`config.mk`:
```
export PLATFORM = sky130hd
export DESIGN_NAME = rgb888_to_ycbcr444_flat
export DESIGN_NICKNAME = d
export VERILOG_FILES = /design/src/rtl/rgb888_to_ycbcr444_pkg.sv /design/src/rtl/rgb888_to_ycbcr444_if.sv /design/src/rtl/rgb888_to_ycbcr444_sync_delay.sv /design/src/rtl/rgb888_to_ycbcr444.sv /design/src/flat_wrapper.sv
export SDC_FILE = /design/constraint.sdc
export NUM_CORES = 1
export LEC_CHECK = 0
export BUFFER_PORTS_ARGS = -buffer_cell sky130_fd_sc_hd__buf_2
export CORE_MARGIN = 2
export CORE_UTILIZATION = 60
export DETAILED_ROUTE_END_ITERATION = 12
export PLACE_DENSITY = 0.8
export REMOVE_ABC_BUFFERS = 1
export SLEW_MARGIN = 20
export SYNTH_ARGS = -nofsm -noshare
export SYNTH_HDL_FRONTEND = slang
export SYNTH_SLANG_ARGS = --single-unit
```
`constraint.sdc`:
```
create_clock -name clk -period 7.1 [get_ports clk]
set_input_delay 1.065 -clock clk [delete_from_list [all_inputs] [get_ports clk]]
set_output_delay 1.065 -clock clk [all_outputs]
set_load 0.01 [all_outputs]
```
`src/rtl/rgb888_to_ycbcr444_pkg.sv`:
```
// Shared constants for the RGB888 -> YCbCr 4:4:4 converter: fixed 8-bit
// fractional weights, chroma offset and pipeline depth.
package ycbcr_pkg;

  localparam int unsigned PIPE_DEPTH = 3;

  localparam logic [7:0] K_Y_R  = 8'd77;
  localparam logic [7:0] K_Y_G  = 8'd150;
  localparam logic [7:0] K_Y_B  = 8'd29;
  localparam logic [7:0] K_CB_R = 8'd43;
  localparam logic [7:0] K_CB_G = 8'd85;
  localparam logic [7:0] K_CB_B = 8'd128;
  localparam logic [7:0] K_CR_R = 8'd128;
  localparam logic [7:0] K_CR_G = 8'd107;
  localparam logic [7:0] K_CR_B = 8'd21;

  localparam logic [15:0] CHROMA_OFS = 16'd32768;

  typedef struct packed {
    logic vsync;
    logic href;
    logic clken;
  } sync_t;

  // 8x8 unsigned product; 255*150 is the largest and still fits 16 bits
  function automatic logic [15:0] mul8(input logic [7:0] a, input logic [7:0] k);
    return 16'(a) * 16'(k);
  endfunction

endpackage

```
`src/rtl/rgb888_to_ycbcr444_if.sv`:
```
// Pixel-stream bundle: frame sync plus RGB in, frame sync plus YCbCr out.
interface rgb888_to_ycbcr444_if;

  logic       per_frame_vsync;
  logic       per_frame_href;
  logic       per_frame_clken;
  logic [7:0] per_img_red;
  logic [7:0] per_img_green;
  logic [7:0] per_img_blue;

  logic       post_frame_vsync;
  logic       post_frame_href;
  logic       post_frame_clken;
  logic [7:0] post_img_Y;
  logic [7:0] post_img_Cb;
  logic [7:0] post_img_Cr;

  modport master (
    output per_frame_vsync, per_frame_href, per_frame_clken,
    output per_img_red, per_img_green, per_img_blue,
    input  post_frame_vsync, post_frame_href, post_frame_clken,
    input  post_img_Y, post_img_Cb, post_img_Cr
  );

  modport slave (
    input  per_frame_vsync, per_frame_href, per_frame_clken,
    input  per_img_red, per_img_green, per_img_blue,
    output post_frame_vsync, post_frame_href, post_frame_clken,
    output post_img_Y, post_img_Cb, post_img_Cr
  );

endinterface

```
`src/rtl/rgb888_to_ycbcr444_sync_delay.sv`:
```
// Generic fixed-depth shift register used to keep frame sync aligned with
// the pixel pipeline.
module sync_delay #(
  parameter int WIDTH = 1,
  parameter int DEPTH = 3
) (
  input  logic             clk,
  input  logic             rst_n,
  input  logic [WIDTH-1:0] d_i,
  output logic [WIDTH-1:0] q_o
);

  logic [WIDTH-1:0] shift_q [DEPTH];

  always_ff @(posedge clk or negedge rst_n) begin
    if (!rst_n) begin
      for (int i = 0; i < DEPTH; i++) shift_q[i] <= '0;
    end else begin
      shift_q[0] <= d_i;
      for (int i = 1; i < DEPTH; i++) shift_q[i] <= shift_q[i-1];
    end
  end

  assign q_o = shift_q[DEPTH-1];

endmodule

```
`src/rtl/rgb888_to_ycbcr444.sv`:
```
// RGB888 -> YCbCr 4:4:4 converter, one pixel per clock, fixed 3-cycle latency.
// Datapath is free-running; outputs are forced to 0 outside the active line.
module rgb888_to_ycbcr444
  import ycbcr_pkg::*;
(
  input  logic                       clk,
  input  logic                       rst_n,
  rgb888_to_ycbcr444_if.slave        bus
);

  // Truncating fixed-point scale-back: the result is the upper byte of the sum
  function automatic logic [7:0] trunc_hi(input logic [15:0] sum);
    return sum[15:8];
  endfunction

  logic [15:0] prd_p1_d [9];
  logic [15:0] prd_p1_q [9];
  logic [15:0] y_sum_p2_d,  cb_sum_p2_d,  cr_sum_p2_d;
  logic [15:0] y_sum_p2_q,  cb_sum_p2_q,  cr_sum_p2_q;
  logic [7:0]  y_p3_q,      cb_p3_q,      cr_p3_q;
  sync_t       sync_in,     sync_out;

  always_comb begin
    prd_p1_d[0] = mul8(bus.per_img_red,   K_Y_R);
    prd_p1_d[1] = mul8(bus.per_img_green, K_Y_G);
    prd_p1_d[2] = mul8(bus.per_img_blue,  K_Y_B);
    prd_p1_d[3] = mul8(bus.per_img_red,   K_CB_R);
    prd_p1_d[4] = mul8(bus.per_img_green, K_CB_G);
    prd_p1_d[5] = mul8(bus.per_img_blue,  K_CB_B);
    prd_p1_d[6] = mul8(bus.per_img_red,   K_CR_R);
    prd_p1_d[7] = mul8(bus.per_img_green, K_CR_G);
    prd_p1_d[8] = mul8(bus.per_img_blue,  K_CR_B);
  end

  // Stage 1: nine products
  always_ff @(posedge clk or negedge rst_n) begin
    if (!rst_n) begin
      for (int i = 0; i < 9; i++) prd_p1_q[i] <= '0;
    end else begin
      for (int i = 0; i < 9; i++) prd_p1_q[i] <= prd_p1_d[i];
    end
  end

  // Positive term and offset are added first so the 16-bit chroma sums never dip below zero
  always_comb begin
    y_sum_p2_d  = prd_p1_q[0] + prd_p1_q[1] + prd_p1_q[2];
    cb_sum_p2_d = ((prd_p1_q[5] + CHROMA_OFS) - prd_p1_q[3]) - prd_p1_q[4];
    cr_sum_p2_d = ((prd_p1_q[6] + CHROMA_OFS) - prd_p1_q[7]) - prd_p1_q[8];
  end

  // Stage 2: three 16-bit sums
  always_ff @(posedge clk or negedge rst_n) begin
    if (!rst_n) begin
      y_sum_p2_q  <= '0;
      cb_sum_p2_q <= '0;
      cr_sum_p2_q <= '0;
    end else begin
      y_sum_p2_q  <= y_sum_p2_d;
      cb_sum_p2_q <= cb_sum_p2_d;
      cr_sum_p2_q <= cr_sum_p2_d;
    end
  end

  // Stage 3: scaled 8-bit results
  always_ff @(posedge clk or negedge rst_n) begin
    if (!rst_n) begin
      y_p3_q  <= '0;
      cb_p3_q <= '0;
      cr_p3_q <= '0;
    end else begin
      y_p3_q  <= trunc_hi(y_sum_p2_q);
      cb_p3_q <= trunc_hi(cb_sum_p2_q);
      cr_p3_q <= trunc_hi(cr_sum_p2_q);
    end
  end

  assign sync_in = '{vsync: bus.per_frame_vsync,
                     href:  bus.per_frame_href,
                     clken: bus.per_frame_clken};

  sync_delay #(
    .WIDTH ($bits(sync_t)),
    .DEPTH (PIPE_DEPTH)
  ) u_sync_delay (
    .clk   (clk),
    .rst_n (rst_n),
    .d_i   (sync_in),
    .q_o   (sync_out)
  );

  assign bus.post_frame_vsync = sync_out.vsync;
  assign bus.post_frame_href  = sync_out.href;
  assign bus.post_frame_clken = sync_out.clken;
  assign bus.post_img_Y       = sync_out.href ? y_p3_q  : 8'd0;
  assign bus.post_img_Cb      = sync_out.href ? cb_p3_q : 8'd0;
  assign bus.post_img_Cr      = sync_out.href ? cr_p3_q : 8'd0;

endmodule

```
`src/flat_wrapper.sv`:
```
// flat-port wrapper written by rule: the top's interface ports become plain ports
module rgb888_to_ycbcr444_flat import ycbcr_pkg::*;
  (clk, rst_n, bus_per_frame_vsync, bus_per_frame_href, bus_per_frame_clken, bus_per_img_red, bus_per_img_green, bus_per_img_blue, bus_post_frame_vsync, bus_post_frame_href, bus_post_frame_clken, bus_post_img_Y, bus_post_img_Cb, bus_post_img_Cr);
  rgb888_to_ycbcr444_if bus_i ();
  input  logic clk;
  input  logic rst_n;
  input wire logic [$bits(bus_i.per_frame_vsync)-1:0] bus_per_frame_vsync;
  input wire logic [$bits(bus_i.per_frame_href)-1:0] bus_per_frame_href;
  input wire logic [$bits(bus_i.per_frame_clken)-1:0] bus_per_frame_clken;
  input wire logic [$bits(bus_i.per_img_red)-1:0] bus_per_img_red;
  input wire logic [$bits(bus_i.per_img_green)-1:0] bus_per_img_green;
  input wire logic [$bits(bus_i.per_img_blue)-1:0] bus_per_img_blue;
  output wire logic [$bits(bus_i.post_frame_vsync)-1:0] bus_post_frame_vsync;
  output wire logic [$bits(bus_i.post_frame_href)-1:0] bus_post_frame_href;
  output wire logic [$bits(bus_i.post_frame_clken)-1:0] bus_post_frame_clken;
  output wire logic [$bits(bus_i.post_img_Y)-1:0] bus_post_img_Y;
  output wire logic [$bits(bus_i.post_img_Cb)-1:0] bus_post_img_Cb;
  output wire logic [$bits(bus_i.post_img_Cr)-1:0] bus_post_img_Cr;
  assign bus_i.per_frame_vsync = bus_per_frame_vsync;
  assign bus_i.per_frame_href = bus_per_frame_href;
  assign bus_i.per_frame_clken = bus_per_frame_clken;
  assign bus_i.per_img_red = bus_per_img_red;
  assign bus_i.per_img_green = bus_per_img_green;
  assign bus_i.per_img_blue = bus_per_img_blue;
  assign bus_post_frame_vsync = bus_i.post_frame_vsync;
  assign bus_post_frame_href = bus_i.post_frame_href;
  assign bus_post_frame_clken = bus_i.post_frame_clken;
  assign bus_post_img_Y = bus_i.post_img_Y;
  assign bus_post_img_Cb = bus_i.post_img_Cb;
  assign bus_post_img_Cr = bus_i.post_img_Cr;
  rgb888_to_ycbcr444 u_core (.clk(clk), .rst_n(rst_n), .bus(bus_i));
endmodule
```
==> run metrics <==
status finished clean; first-pass GRT wire length 40,600 um; setup violators final 0; Resized Gates After CTS 0; total wire length 23,700 um; hpwl dp 19,100 um; initial antenna violation count 0; Netlist cell types 52; Initial Utilization 0.608; Synth top cells by count ha_1 (261), inv_1 (198), dfrtp_1 (159), fa_1 (79), xnor2_1 (51); Combinational Power Share 0.545; Power, Total 5.41 mW; main area contributors after synthesis dfrtp_1 (32%), ha_1 (27%), fa_1 (13%); worst-path cell chain buf_2, ha_1, fa_1, fa_1, inv_1, fa_1, inv_1, ha_1, or3_1, a211oi_1, nor3b_1, o21ai_0, nand2b_1, xor2_1; Fin Setup TNS 0 ps; NetSw 2.15 mW; worst setup path start bus_per_img_green[6]; H-tree Lvls 4; fin. max-slew vios 0; most frequent cell on the critical path fa_1; input/output buffers 55; vias in the first global route 8,384; GRT Total Usage 0.240; kind of critical path in2reg; Buf/Inv on CP 3; FF-to-FF path depth 9; Async SR Flop Fraction 1.00; grt total ovfl 0; drt first pass iters 5; Startpoint Class primary input; Tmin final 4370 ps; Crit path max-delay family adder cells; fin util 0.670; CP arrival 4690 ps; RSZ-0062 raised after global routing no; syn_area_per_cell 11.1 um^2; Slew @ Worst Pin 878 ps; post-route ant nets 0; Syn Inst Count 1,103; reg2reg setup slack 4170 ps; Sink Count 159; Seq/Total Area, Yosys 0.325; synth warn 0; Die Area 0.0216 mm^2; DR vias 7,960; period utilization 0.615; CTS buffer count 17; nature of the critical path endpoint flop; Worst R2R Start u_core.prd_p1_q[102]; peak supply drop 0.198 mV; RD Place Congestion 0.947; total core area 0.0202 mm^2; fmax 229 MHz; CTS max path bufs 2; Critical Path Sink u_core.prd_p1_q[27]; Crit. path cell count 14; Die X 147 um; I/O pin cnt 56; clk_lat worst skew 430 ps; leakage 7.21 nW; total internal power 3.25 mW; clock group share of total power 0.185; Worst slew margin 0.415; Area growth, synth to finish 10.3%; Seq pwr share 0.269; chip height 147 um; highest-delay cell along the critical path fa_1; CTS tree done; residual DRC count 0; switching share of power 0.398; Final Hold Fails 0; final net count 1,545; Hold WC Path Type reg2reg; Clock Tree Root clkbuf_16; CTS clk-pin slew, worst paths 70 ps; number of max-cap violations 0; leading area contributor after synthesis dfrtp_1; Mapped Area 0.0123 mm^2; count leader, synth ha_1; Rows 52; Main synth FF type dfrtp_1; average wire per standard cell 16.3 um; r2r endpoint u_core.y_sum_p2_q[15]; Max FO, Critical Path 9; area share of the largest cell type after synthesis 0.325; share of layout cells above drive strength 1 0.0833; PD cells 400 mW/mm^2; largest net degree at the start of global routing 99; Crit path largest cell delay 530 ps; setup repair bufs after CTS 0; hold_buf cts 0; antenna cells 0; #FFs+latches synth 159; Worst Path Required 7420 ps; mean number of vias per cell 5.46; EDFF count, synth 0; iteration-0 DRC count of the detailed router 412; Layout Skew 7.21 ps
-- worst min path at each step --
stage | to | cells past startpoint | slack (ps) | from
finish | u_core.cb_p3_q[1] | 0 | 350 | u_core.cb_sum_p2_q[9]
global route | u_core.u_sync_delay.shift_q[5] | 0 | 350 | u_core.u_sync_delay.shift_q[8]
CTS | u_core.y_p3_q[5] | 0 | 350 | u_core.y_sum_p2_q[13]
detailed placement | u_core.u_sync_delay.shift_q[5] | 0 | 340 | u_core.u_sync_delay.shift_q[8]
global placement | u_core.cr_p3_q[1] | 0 | 330 | u_core.cr_sum_p2_q[9]
floorplan | u_core.cb_p3_q[0] | 0 | 330 | u_core.cb_sum_p2_q[8]
-- kinds of logic after synthesis --
family / share of synthesized area
AO/OA/AOI/OAI: 0.0848
XOR/XNOR: 0.0593
adder cells (fa/ha/maj): 0.395
buffers and inverters: 0.0612
flip-flops: 0.325
AND/OR/NAND/NOR: 0.0745
-- flip-flops by register name, indices dropped and copies added (netlist names) --
name	count
u_core.cr_p3_q	8
u_core.prd_p1_q	102
u_core.y_sum_p2_q	8
u_core.u_sync_delay.shift_q	6
u_core.u_sync_delay.q_o	3
u_core.cb_sum_p2_q	8
u_core.cb_p3_q	8
u_core.cr_sum_p2_q	8
u_core.y_p3_q	8
-- placed cells by master (no fill, tap or decap), types with 3 or more instances in the layout --
master,synthesis,routed
and2_1,28,28
or3_1,4,4
dfrtp_1,159,159
nand3_1,8,8
fa_1,79,79
xor2_1,32,32
ha_1,261,261
nor4_1,3,3
nand2_1,22,22
nand4_1,5,5
o21ai_1,4,4
a21boi_0,3,3
o21ai_0,22,22
buf_2,0,54
a21oi_1,47,47
o21a_1,6,6
inv_6,0,7
a21o_1,20,20
o311ai_0,5,5
inv_1,198,198
nor2b_1,11,11
clkbuf_16,0,17
o21bai_1,9,9
nor2_1,42,42
a2111oi_0,7,7
xnor2_1,51,51
o211ai_1,5,5
nor3_1,13,13
bufinv_16,0,4
nand2b_1,12,12
and3_1,13,13
-- routing by layer --
layer / GRT usage / up-vias / part of all wire
li1: - / 3843 / -
met1: 0.320 / 3929 / 0.44
met2: 0.407 / 148 / 0.49
met3: 0.0326 / 40 / 0.038
met4: 0.0861 / 0 / 0.026
met5: 0 / - / 0
-- through the flow --
stage | hold slack (ps) | instances | setup slack (ps) | area (um^2)
finish | 346 | 1459 | 2730 | 13500
global route | 354 | 1459 | 2520 | 13500
CTS | 348 | 1459 | 2730 | 13500
detailed placement | 336 | 1427 | 2270 | 12900
global placement | 332 | 1427 | 2360 | 12900
floorplan | 331 | 1101 | 2690 | 12200
-- cell type report --
cell class | instances | area (um^2)
sequential | 159 | 3980
inverter | 198 | 743
clock inverter | 15 | 216
fill | 1500 | 6650
tap | 270 | 338
timing repair buffer | 56 | 289
multi-input combinational | 744 | 7530
clock buffer | 17 | 425
-- worst reg2reg max path: cells and delay by family, from the launching register on --
family	cells	cell delay [ps]
compound gates	6	1490
fa+ha+maj	2	810
flops	1	390
xor+xnor	1	160
-- power groups by stage --
stage	Clock (mW)	Combinational (mW)	Sequential, mW
2_1_floorplan	0	2.29	1.39
3_3_place_gp	0	2.78	1.46
3_5_place_dp	0	2.91	1.47
4_1_cts	1.02	2.97	1.46
5_1_grt	1.06	3.37	1.49
6_report	1.00	2.95	1.46
Power figures use the tool's default switching activity.
